## src/rtl/regfile_mp.sv

```systemverilog
// regfile_mp: parametrised register file with NUM_RD combinational read ports
// and one write port.
// A synchronous reset starts a hardware sweep that zeroes every entry. The
// file stays busy, with writes refused, until the sweep finishes.
// Optional feature macro: REGFILE_BYPASS_EN
//   defined   -> an accepted write is forwarded to matching read ports
//                in the same cycle.
//   undefined -> a read returns the pre-write contents in the write cycle.
module regfile_mp #(
    parameter int ADDR_W   = 5,
    parameter int DATA_W   = 32,
    parameter int NUM_RD   = 2,
    parameter int ZERO_REG = 1
) (
    input  logic                       clk,
    input  logic                       rst,
    input  logic [NUM_RD*ADDR_W-1:0]   rd_addr,
    output logic [NUM_RD*DATA_W-1:0]   rd_data,
    input  logic                       wr_en,
    input  logic [ADDR_W-1:0]          wr_addr,
    input  logic [DATA_W-1:0]          wr_data,
    output logic                       wr_ready,
    output logic                       busy
);

    localparam int DEPTH = 1 << ADDR_W;
    // The pointer is one bit wider than an address, so it stops at DEPTH
    // instead of wrapping back to entry 0.
    localparam logic [ADDR_W:0] PTR_LAST = {1'b0, {ADDR_W{1'b1}}};
    localparam logic [ADDR_W:0] PTR_ONE  = {{ADDR_W{1'b0}}, 1'b1};

    typedef enum logic {
        CLEAR,
        READY
    } state_t;

    state_t              state_q;
    logic [ADDR_W:0]     ptr_q;
    logic                busy_q;
    logic [DATA_W-1:0]   mem_q [DEPTH];

    logic                wr_accept;
    logic                mem_we;
    logic [ADDR_W-1:0]   mem_waddr;
    logic [DATA_W-1:0]   mem_wdata;

    assign busy      = busy_q;
    assign wr_ready  = ~busy_q;
    assign wr_accept = wr_en & ~busy_q;

    // Sequence the clear sweep after reset.
    // Busy is registered, so it drops on the same edge that writes the last entry.
    always_ff @(posedge clk) begin
        if (rst) begin
            state_q <= CLEAR;
            ptr_q   <= '0;
            busy_q  <= 1'b1;
        end else begin
            case (state_q)
                CLEAR: begin
                    ptr_q <= ptr_q + PTR_ONE;
                    if (ptr_q == PTR_LAST) begin
                        state_q <= READY;
                        busy_q  <= 1'b0;
                    end
                end
                READY: begin
                    busy_q <= 1'b0;
                end
            endcase
        end
    end

    // Select the single storage write: a sweep zero while clearing, or an
    // accepted writeback when ready. Address 0 is never written while it is
    // hardwired to zero.
    always_comb begin
        mem_we    = 1'b0;
        mem_waddr = wr_addr;
        mem_wdata = wr_data;
        if (rst) begin
            mem_we = 1'b0;
        end else if (state_q == CLEAR) begin
            mem_we    = 1'b1;
            mem_waddr = ptr_q[ADDR_W-1:0];
            mem_wdata = '0;
        end else if (wr_accept && !(ZERO_REG != 0 && wr_addr == '0)) begin
            mem_we = 1'b1;
        end
    end

    // Storage array. It has no reset, so the sweep is the only way it is cleared.
    always_ff @(posedge clk) begin
        if (mem_we) begin
            mem_q[mem_waddr] <= mem_wdata;
        end
    end

    // Each read port is independent. The zero rules are applied last, so
    // they override the forwarded value.
    for (genvar i = 0; i < NUM_RD; i++) begin : g_rd
        logic [ADDR_W-1:0] ra;
        logic [DATA_W-1:0] lane;

        assign ra = rd_addr[i*ADDR_W +: ADDR_W];

        // Produce lane i from storage, then apply forwarding and the zero rules.
        always_comb begin
            lane = mem_q[ra];
`ifdef REGFILE_BYPASS_EN
            if (wr_accept && (wr_addr == ra)) begin
                lane = wr_data;
            end
`else
`endif
            if (busy_q || (ZERO_REG != 0 && ra == '0)) begin
                lane = '0;
            end
        end

        assign rd_data[i*DATA_W +: DATA_W] = lane;
    end

endmodule
```

## config.mk

```make
export PLATFORM = sky130hd
export DESIGN_NAME = regfile_mp
export DESIGN_NICKNAME = d
export VERILOG_FILES = /design/src/rtl/regfile_mp.sv
export SDC_FILE = /design/constraint.sdc
export NUM_CORES = 1
export LEC_CHECK = 0
export CORE_AREA = 8 8 362 364
export CTS_BUF_LIST = sky130_fd_sc_hd__clkbuf_2 sky130_fd_sc_hd__clkbuf_4 sky130_fd_sc_hd__clkbuf_8
export CTS_CLUSTER_DIAMETER = 120
export DETAILED_ROUTE_END_ITERATION = 6
export DIE_AREA = 0 0 370 372
export GPL_TIMING_DRIVEN = 0
export PLACE_DENSITY = 0.61
export SYNTH_ARGS = -nofsm -noshare
export SYNTH_HDL_FRONTEND = slang
export SYNTH_SLANG_ARGS = --single-unit
```

## constraint.sdc

```tcl
create_clock -name clk -period 6.85 [get_ports clk]
set_input_delay 1.0275 -clock clk [delete_from_list [all_inputs] [get_ports clk]]
set_output_delay 1.0275 -clock clk [all_outputs]
set_load 0.005 [all_outputs]
```

# ---- After elaboration in Yosys (flattened, before gate mapping)
# Memories as Yosys holds them, arrays and structs flattened.
# Index checks and enable logic that the tools add are counted.
dict set report word_totals {
  input_bits 50
  reg_bits 8
  latch_bits 0
  ram_bits 1024
  output_inout_bits 66
  mem_count 1
  rom_bits 0
}
# name words word_bits read_ports rd_ports_with_merged_regs write_ports line_no
set mem_list {}
lappend mem_list {mem_q 32 32 2 0 1 40} ;# logic [DATA_W-1:0] mem_q [DEPTH];
dict set report op_classes {
  add_sub_neg 1
  n_eq_ne 2
  multipliers 0
  shift 0
  mux 15
  n_bitwise 3
  magnitude_cmp 0
  n_reduce_logical 7
  div_mod_pow 0
}
# operator count
set op_table {}
lappend op_table {{$mux 32} 4}
lappend op_table {{$logic_not 5->1} 3}
lappend op_table {{$mux 5} 2}
lappend op_table {{$mux 1} 8}
lappend op_table {{$add 6x1->6 const B} 1}
lappend op_table {{$eq 6x5->1 const B} 1}
lappend op_table {{$logic_or 1x1->1} 2}
lappend op_table {{$ne 2x2->1 const B} 1}
lappend op_table {{$not 1->1} 2}
lappend op_table {{$pmux 1 s2} 1}
lappend op_table {{$and 1x1->1} 1}
lappend op_table {{$logic_and 1x1->1} 1}
lappend op_table {{$logic_not 1->1} 1}

# ---- Depth between registers and ports, before layout
# Gate-level depths: netlist (run 1).
dict set report depth {
  word_depth 8
  mapped_depth 9
  depth_no_buf 5
}

# ---- Worst setup path before layout (run 1)
# No wires, ideal clock.
dict set report synth_timing {
  path_type {input to register}
  start {input port rst}
  end {memory mem_q[0][0] (enable)}
  path_buffers 1
  path_stages 5
  arrival_time_ps 3350
  slack_ps 3079
  path_cell_list {nor2_1 > clkbuf_1 > mux2i_1 > nand2_1 > nor2_1}
}
dict set report synth_via {
  elab_chain_len 3
  word_cells_on_any_way 4
  classes_between {4 x mux}
}
# element line_no
set synth_lines {}
lappend synth_lines {{from (decl)} 16} ;# input logic rst,
lappend synth_lines {{$mux 1} 81} ;# if (rst) begin
lappend synth_lines {{$mux 1} 94} ;# if (mem_we) begin
lappend synth_lines {{$mux 1 (not written as such)} 95} ;# mem_q[mem_waddr] <= mem_wdata;
lappend synth_lines {{to (decl)} 40}
# Several ways; a longest one is shown, not always the timed one.

# ---- Worst setup path after layout (run 1)
dict set report layout_timing {
  start {input port rd_addr[4]}
  end {output port rd_data[15]}
}
dict set report layout_via {
  elab_chain_len 3
  word_cells_on_any_way 4
  classes_between {1 x mux; 2 x reduce/logical; 1 x memory}
}
# element line_no
set layout_lines {}
lappend layout_lines {{from (decl)} 17} ;# input logic [NUM_RD*ADDR_W-1:0] rd_addr,
lappend layout_lines {{parallel branches: the longest is 2 deep, another holds $mem_v2 32x32} --}
lappend layout_lines {{$mux 32 (*)} 116} ;# if (busy_q || (ZERO_REG != 0 && ra == '0)) begin
lappend layout_lines {{to (decl)} 18} ;# output logic [NUM_RD*DATA_W-1:0] rd_data,
# Every way passes the cells marked *.

==> qor.yml, run 1 <==
grtUsageMet1_pct: 31.6
port_buffers: 111
overflow: 0
hp-class: "reg2reg"
yosysWarnings: 0
leakage_nw: 18.2
die-area_sq_mm: 0.138
p_int_mw: 10.2
arrival_ps: 5380
timing.fmax_ghz: 0.156
rsz0062_at_grt: "false"
yosysSeqAreaShare_pct: 64.0
cts_sinks: 1032
start_util_pct: 38.7
status: "complete, but fails checks"
syn_area_sq_mm: 0.0483
grt_pass1_vias: 31700
cts_max_level: 4
grt_pass1_wl_um: 242000
drv_slew: 6
clk_pin_slew_ps: 60
cts-root-buf: "clkbuf_8"
vias_per_cell: 6.25
drtPass1Iterations: 7
ios: 116
fillCellCount: 11100
cts_made_buffers: 164
clk_latency_ps: 900
swShare_pct: 24.3
grt.total_usage_pct: 25.1
drt_iter0_drc: 4132
synth_cells: 2908
drc_errors: 0
ys_ff_latch: 1032
start_kind: "input port"
routabilityCongestion: 0.948
yosys-top-cells-area: "edfxtp_1, mux4_2, mux2i_1"
setup_viol_count_final: 0
vias: 31500
required_ps: 5820
ir_drop_v: 0.000208
synth_area_per_cell_sq_um: 16.6
path_max_fanout: 10
maxCapViolations: 1
regArea_sq_mm: 0.0309
cts_tree: "yes"
die_w_um: 370
power_density_mw_per_mm2: 238
relSlewSlack_pct: -1.58
wl_per_cell_um: 35.1
syn_nets: 2959
syn2layout_area_growth_pct: 16.7
stdcell_count: 5039
met2_usage_pct: 39.4
fin_total_pwr_mw: 13.4
clock_power_share_pct: 39.7
worst_clock_skew_ps: 33.7
post-route-util_pct: 45.2
drt.antenna.violating_nets: 0
yosys.area.top_type_share_pct: 63.6
gr-max-usage-layer: "met2"
period_share_pct: 93.6
crit_type: "in2out"
yosysTopAreaCell: "edfxtp_1"
grt_max_degree: 33
synthFlopType: "edfxtp_1"
fin_crit_ps: 6410
violations: "max-capacitance violations, max-slew violations"
synthMostInstantiatedCell: "edfxtp_1"
comb_power_share_pct: 8.0
clk_path_buf_depth: 3
yosys-top-cells-count: "edfxtp_1, mux2i_1, mux4_2"
antenna_found_initial: 7
finalHoldViolCount: 0
cts_resized: 0
p_seq_share_pct: 52.3
placed_cells: 4734
p_switching_mw: 3.26
cts_setup_buffers: 0
synthArstFlopShare_pct: 0
synth_edf_count: 1024
multiInputGateArea_sq_mm: 0.0167
final_nets: 3301
wl_um: 177000
coreArea_sq_mm: 0.125
ctsHoldBuffers: 0
dpl.hpwl_um: 127000
worst_pin_slew_ps: 1520
ys_types: 49
cp-end-kind: "primary output"
drive_gt1_share_pct: 28.1
rows: 130
die_h_um: 372
grt_use_met3_pct: 8.83
-- sequential cells by signal (all words and copies together) (netlist names) --
register	count
ptr_q	6
state_q	1
mem_q	1024
busy	1
-- worst max-delay path: stages --
cell and delay [ps]:
clkdlybuf4s50_1 760, nor3b_1 1250, clkbuf_1 800, nand3_1 480
nand4_1 450, clkdlybuf4s50_1 580
-- routing by layer --
layer | share of wire, % | vias up
met1 | 37 | 16100
li1 | - | 12800
met4 | 4.5 | 6
met3 | 13 | 427
met5 | 0.080 | -
met2 | 46 | 2200
-- cell families (layout without fill, tap and decap cells) --
family | after synthesis | count (layout) | synth area share [%]
muxes | 712 | 712 | 21.8
adders and majority gates | 1 | 1 | 0.0259
other | 0 | 2 | 0
xor gates and xnor gates | 5 | 5 | 0.0906
DFF | 1032 | 1032 | 64.0
AOI/OAI and AO/OA | 458 | 458 | 6.68
and+or+nand+nor | 466 | 466 | 5.22
buffers and inverters | 234 | 713 | 2.26
-- path summary, 6_finish.rpt --
path | startpoint | endpoint | slack [ps] | depth (start not counted)
setup / recovery | rd_addr[4] | rd_data[15] | 440 | 6
hold / removal | ptr_q[5] | ptr_q[5] | 530 | 2
setup reg to reg | state_q | mem_q[29][24] | 3360 | 6
hold reg to reg | ptr_q[5] | ptr_q[5] | 530 | 2
-- stage by stage --
stage          area, sq um  setup TNS [ps]  hold slack (ps)  worst slack [ps]
3_3_place_gp         51500          -21420              501              -254
3_5_place_dp         53200               0              512               678
5_1_grt              56400               0              604               496
4_1_cts              56400               0              530               649
2_1_floorplan        48300               0              477              3080
6_report             56400               0              529               439
-- power groups by stage --
stage / combinational, mW / clock, mW / sequential [mW]
floorplan: 0.601 / 0 / 7.16
global placement: 0.973 / 0 / 7.17
detailed placement: 1.05 / 0 / 7.16
CTS: 1.05 / 5.36 / 7.03
global route: 1.10 / 5.60 / 7.03
finish: 1.07 / 5.33 / 7.03
-- cells in the final DEF (no fill, tap or decap), types with 12 or more instances in the layout --
| cell type | n |
|---|---|
| mux2_2 | 196 |
| mux4_2 | 252 |
| nand3_1 | 95 |
| nor2b_2 | 31 |
| buf_8 | 23 |
| or3_1 | 31 |
| buf_4 | 26 |
| clkinv_1 | 46 |
| o31a_1 | 32 |
| nand2_1 | 79 |
| nor2_1 | 18 |
| buf_1 | 12 |
| clkbuf_1 | 112 |
| clkdlybuf4s50_1 | 111 |
| nand4_1 | 64 |
| clkinv_2 | 21 |
| clkbuf_8 | 165 |
| o21ai_0 | 65 |
| mux2i_1 | 264 |
| edfxtp_1 | 1024 |
| nor2b_1 | 72 |
| a31oi_1 | 32 |
| nor2_4 | 32 |
| a22oi_1 | 161 |
| buf_12 | 26 |
| clkbuf_4 | 51 |
| o22ai_1 | 65 |
| a22o_1 | 32 |
| a211oi_1 | 65 |
| buf_2 | 81 |
| buf_16 | 16 |
-- cell type report --
| class | count | share of cell area (%) |
|---|---|---|
| clock buffers | 216 | 4.70 |
| plain buffers | 233 | 1.93 |
| inverters | 1 | 0.00665 |
| repair buffers | 176 | 4.28 |
| well taps | 1650 | 3.66 |
| diodes | 2 | 0.00887 |
| flip-flops and latches | 1032 | 54.8 |
| clock inverters | 87 | 1.05 |
| multi-input cells | 1642 | 29.6 |
No activity file was read; power rests on OpenSTA's default activity.
==> run 2, diff against run 1 <==
--- a/config.mk
+++ b/config.mk
@@ -5,11 +5,11 @@
 export SDC_FILE = /design/constraint.sdc
 export NUM_CORES = 1
 export LEC_CHECK = 0
-export CORE_AREA = 8 8 362 364
+export CORE_AREA = 8 8 430 306
 export CTS_BUF_LIST = sky130_fd_sc_hd__clkbuf_2 sky130_fd_sc_hd__clkbuf_4 sky130_fd_sc_hd__clkbuf_8
 export CTS_CLUSTER_DIAMETER = 120
 export DETAILED_ROUTE_END_ITERATION = 6
-export DIE_AREA = 0 0 370 372
+export DIE_AREA = 0 0 438 314
 export GPL_TIMING_DRIVEN = 0
 export PLACE_DENSITY = 0.61
 export SYNTH_ARGS = -nofsm -noshare
==> run 2 against run 1 <==
Effect of this change:
- clock-buffer cell count rose by 3
- total power fell by 2.3%
- final cell count fell by 0.73%
- core utilization fell by 0.39 points
- sequential power barely moved
- via count rose by 1.3%
- largest power group unchanged
- fmax fell by 3.8%
- the flow finishes with violations (design-rule violations)
==> qor.yml, run 2 (synthesized netlist as in run 1, its figures left out) <==
met3WireLength_um: 31800
r2r-end: "mem_q[8][18]"
final_cell_mix: "edfxtp_1, mux2i_1, mux4_2, mux2_2, clkbuf_8"
placed_cells: 4740
relSlewSlack_pct: 9.97
cp_top_family: "buffers and inverters"
cts-root-buf: "clkbuf_8"
clk_pin_slew_ps: 60
min-delay-start: "ptr_q[5]"
status: "complete, but fails checks"
regArea_sq_mm: 0.0309
violations: "design-rule violations"
cts_setup_buffers: 0
pre_cts_ws_ps: 554
die_w_um: 438
cp_cell_sequence: "clkdlybuf4s50_1 -> buf_2 -> nor2b_1 -> clkbuf_1 -> clkbuf_1 -> a22oi_1 -> nand3_1 -> nand4_1 -> clkdlybuf4s50_1"
period_share_pct: 97.3
fin_crit_ps: 6660
ios: 116
cp-end-kind: "primary output"
drive_gt1_share_pct: 27.6
grt_pass1_wl_um: 248000
drt_iter0_drc: 5037
port_buffers: 111
multiInputGateArea_sq_mm: 0.0167
arrival_ps: 5630
p_seq_share_pct: 53.6
critPathBufInv: 5
drc_errors: 3
fillCellCount: 11000
worst_clock_skew_ps: 47.7
timing.fmax_ghz: 0.150
crit_type: "in2out"
fin_total_pwr_mw: 13.1
ir_drop_v: 0.000180
drt.antenna.violating_nets: 0
worst-r2r-cell-count: 6
overflow: 0
maxCapViolations: 0
worst_pin_slew_ps: 1350
cts_sinks: 1032
stdcell_count: 5002
comb_power_share_pct: 8.3
hold_path_end: "ptr_q[5]"
clk_path_buf_depth: 3
crit_slowest_cell: "nor2b_1"
rows: 109
max_stage_delay_ps: 820
path_max_fanout: 10
wl_per_cell_um: 36.8
vias: 31900
final_nets: 3290
power_density_mw_per_mm2: 235
top_regs: "mem_q x1024, ptr_q x6"
cts_made_buffers: 162
ctsHoldBuffers: 0
leakage_nw: 18.0
regMostFlops: "mem_q"
drv_slew: 0
wl_met1_um: 70800
finalHoldViolCount: 0
dpl.hpwl_um: 132000
required_ps: 5820
grt_max_degree: 33
setup_viol_count_final: 0
coreArea_sq_mm: 0.125
placed_area_sq_mm: 0.0530
rsz0062_at_grt: "false"
p_int_mw: 9.96
cts_resized: 0
vias_per_cell: 6.38
r2r_start: "state_q"
grt_pass1_vias: 30900
rrSetupSlack_ps: 3360
cts_tree: "yes"
hp-class: "reg2reg"
clk_latency_ps: 880
routabilityCongestion: 1.03
antenna_found_initial: 7
syn2layout_area_growth_pct: 15.7
fin_area_sq_mm: 0.0559
p_switching_mw: 3.16
cts_max_level: 4
start_util_pct: 38.7
final_common_cell: "edfxtp_1"
worst_slack_ps: 188
top_layer: "met5"
wl_met2_um: 74400
die_h_um: 314
start_kind: "input port"
clock_power_share_pct: 38.2
grt.total_usage_pct: 25.9
drtPass1Iterations: 7
die-area_sq_mm: 0.138
wl_um: 184000
swShare_pct: 24.1
largest_reg_flops: 1024
min_path_cells: 2
-- run 2: cell types whose count changed in the layout (fill, tap and decap cells not counted), sizes merged --
cell and delta:
clkinvlp -2, clkinv -30, buf -9, bufinv -5, clkbuf +3, diode -1
inv -8
-- run 2: routing by layer --
layer / track usage [%] / vias up
li1: - / 12700
met2: 35.5 / 2383
met4: 9.37 / 4
met1: 34.4 / 16400
met5: 2.00 / -
met3: 14.1 / 394
-- run 2: area by class of cell --
| type | count | share of cell area (%) |
|---|---|---|
| inverter | 1 | 0.00671 |
| timing repair buffer | 167 | 3.95 |
| multi-input combinational | 1642 | 29.9 |
| sequential | 1032 | 55.3 |
| tap | 1665 | 3.72 |
| clock buffer | 219 | 4.84 |
| buffer | 233 | 1.95 |
| antenna | 1 | 0.00447 |
| clock inverter | 42 | 0.376 |
-- run 2: worst min-delay path, stage by stage, from the launching register on --
cell     delay (ps)
dfxtp_1         350
xnor2_1          80
nor2_1           90
-- run 2: worst max-delay path by stage --
stage                     from       endpoint  slack [ps]  cells after the start
global placement           rst  mem_q[30][25]        -320                      6
floorplan                  rst    mem_q[0][0]        3080                      5
finish              rd_addr[0]    rd_data[14]         190                      9
CTS                 rd_addr[0]    rd_data[14]         560                      9
detailed placement  rd_addr[0]    rd_data[14]         550                      9
global route        rd_addr[6]    rd_data[49]         540                      9
-- run 2: per-stage QoR --
step                utilization [%]  TNS [ps]  hold slack (ps)
floorplan                         -         0              477
CTS                            44.8         0              569
detailed placement             42.4         0              552
global placement               41.2    -43430              506
global route                   44.8         0              608
finish                         44.8         0              555
-- run 2: power by group through the flow --
| stage | Sequential [mW] | Clock, mW | Combinational (mW) |
|---|---|---|---|
| 2_1_floorplan | 7.16 | 0 | 0.601 |
| 4_1_cts | 7.03 | 5.02 | 1.06 |
| 3_5_place_dp | 7.16 | 0 | 1.05 |
| 3_3_place_gp | 7.18 | 0 | 0.987 |
| 5_1_grt | 7.03 | 5.28 | 1.10 |
| 6_report | 7.03 | 5.01 | 1.08 |
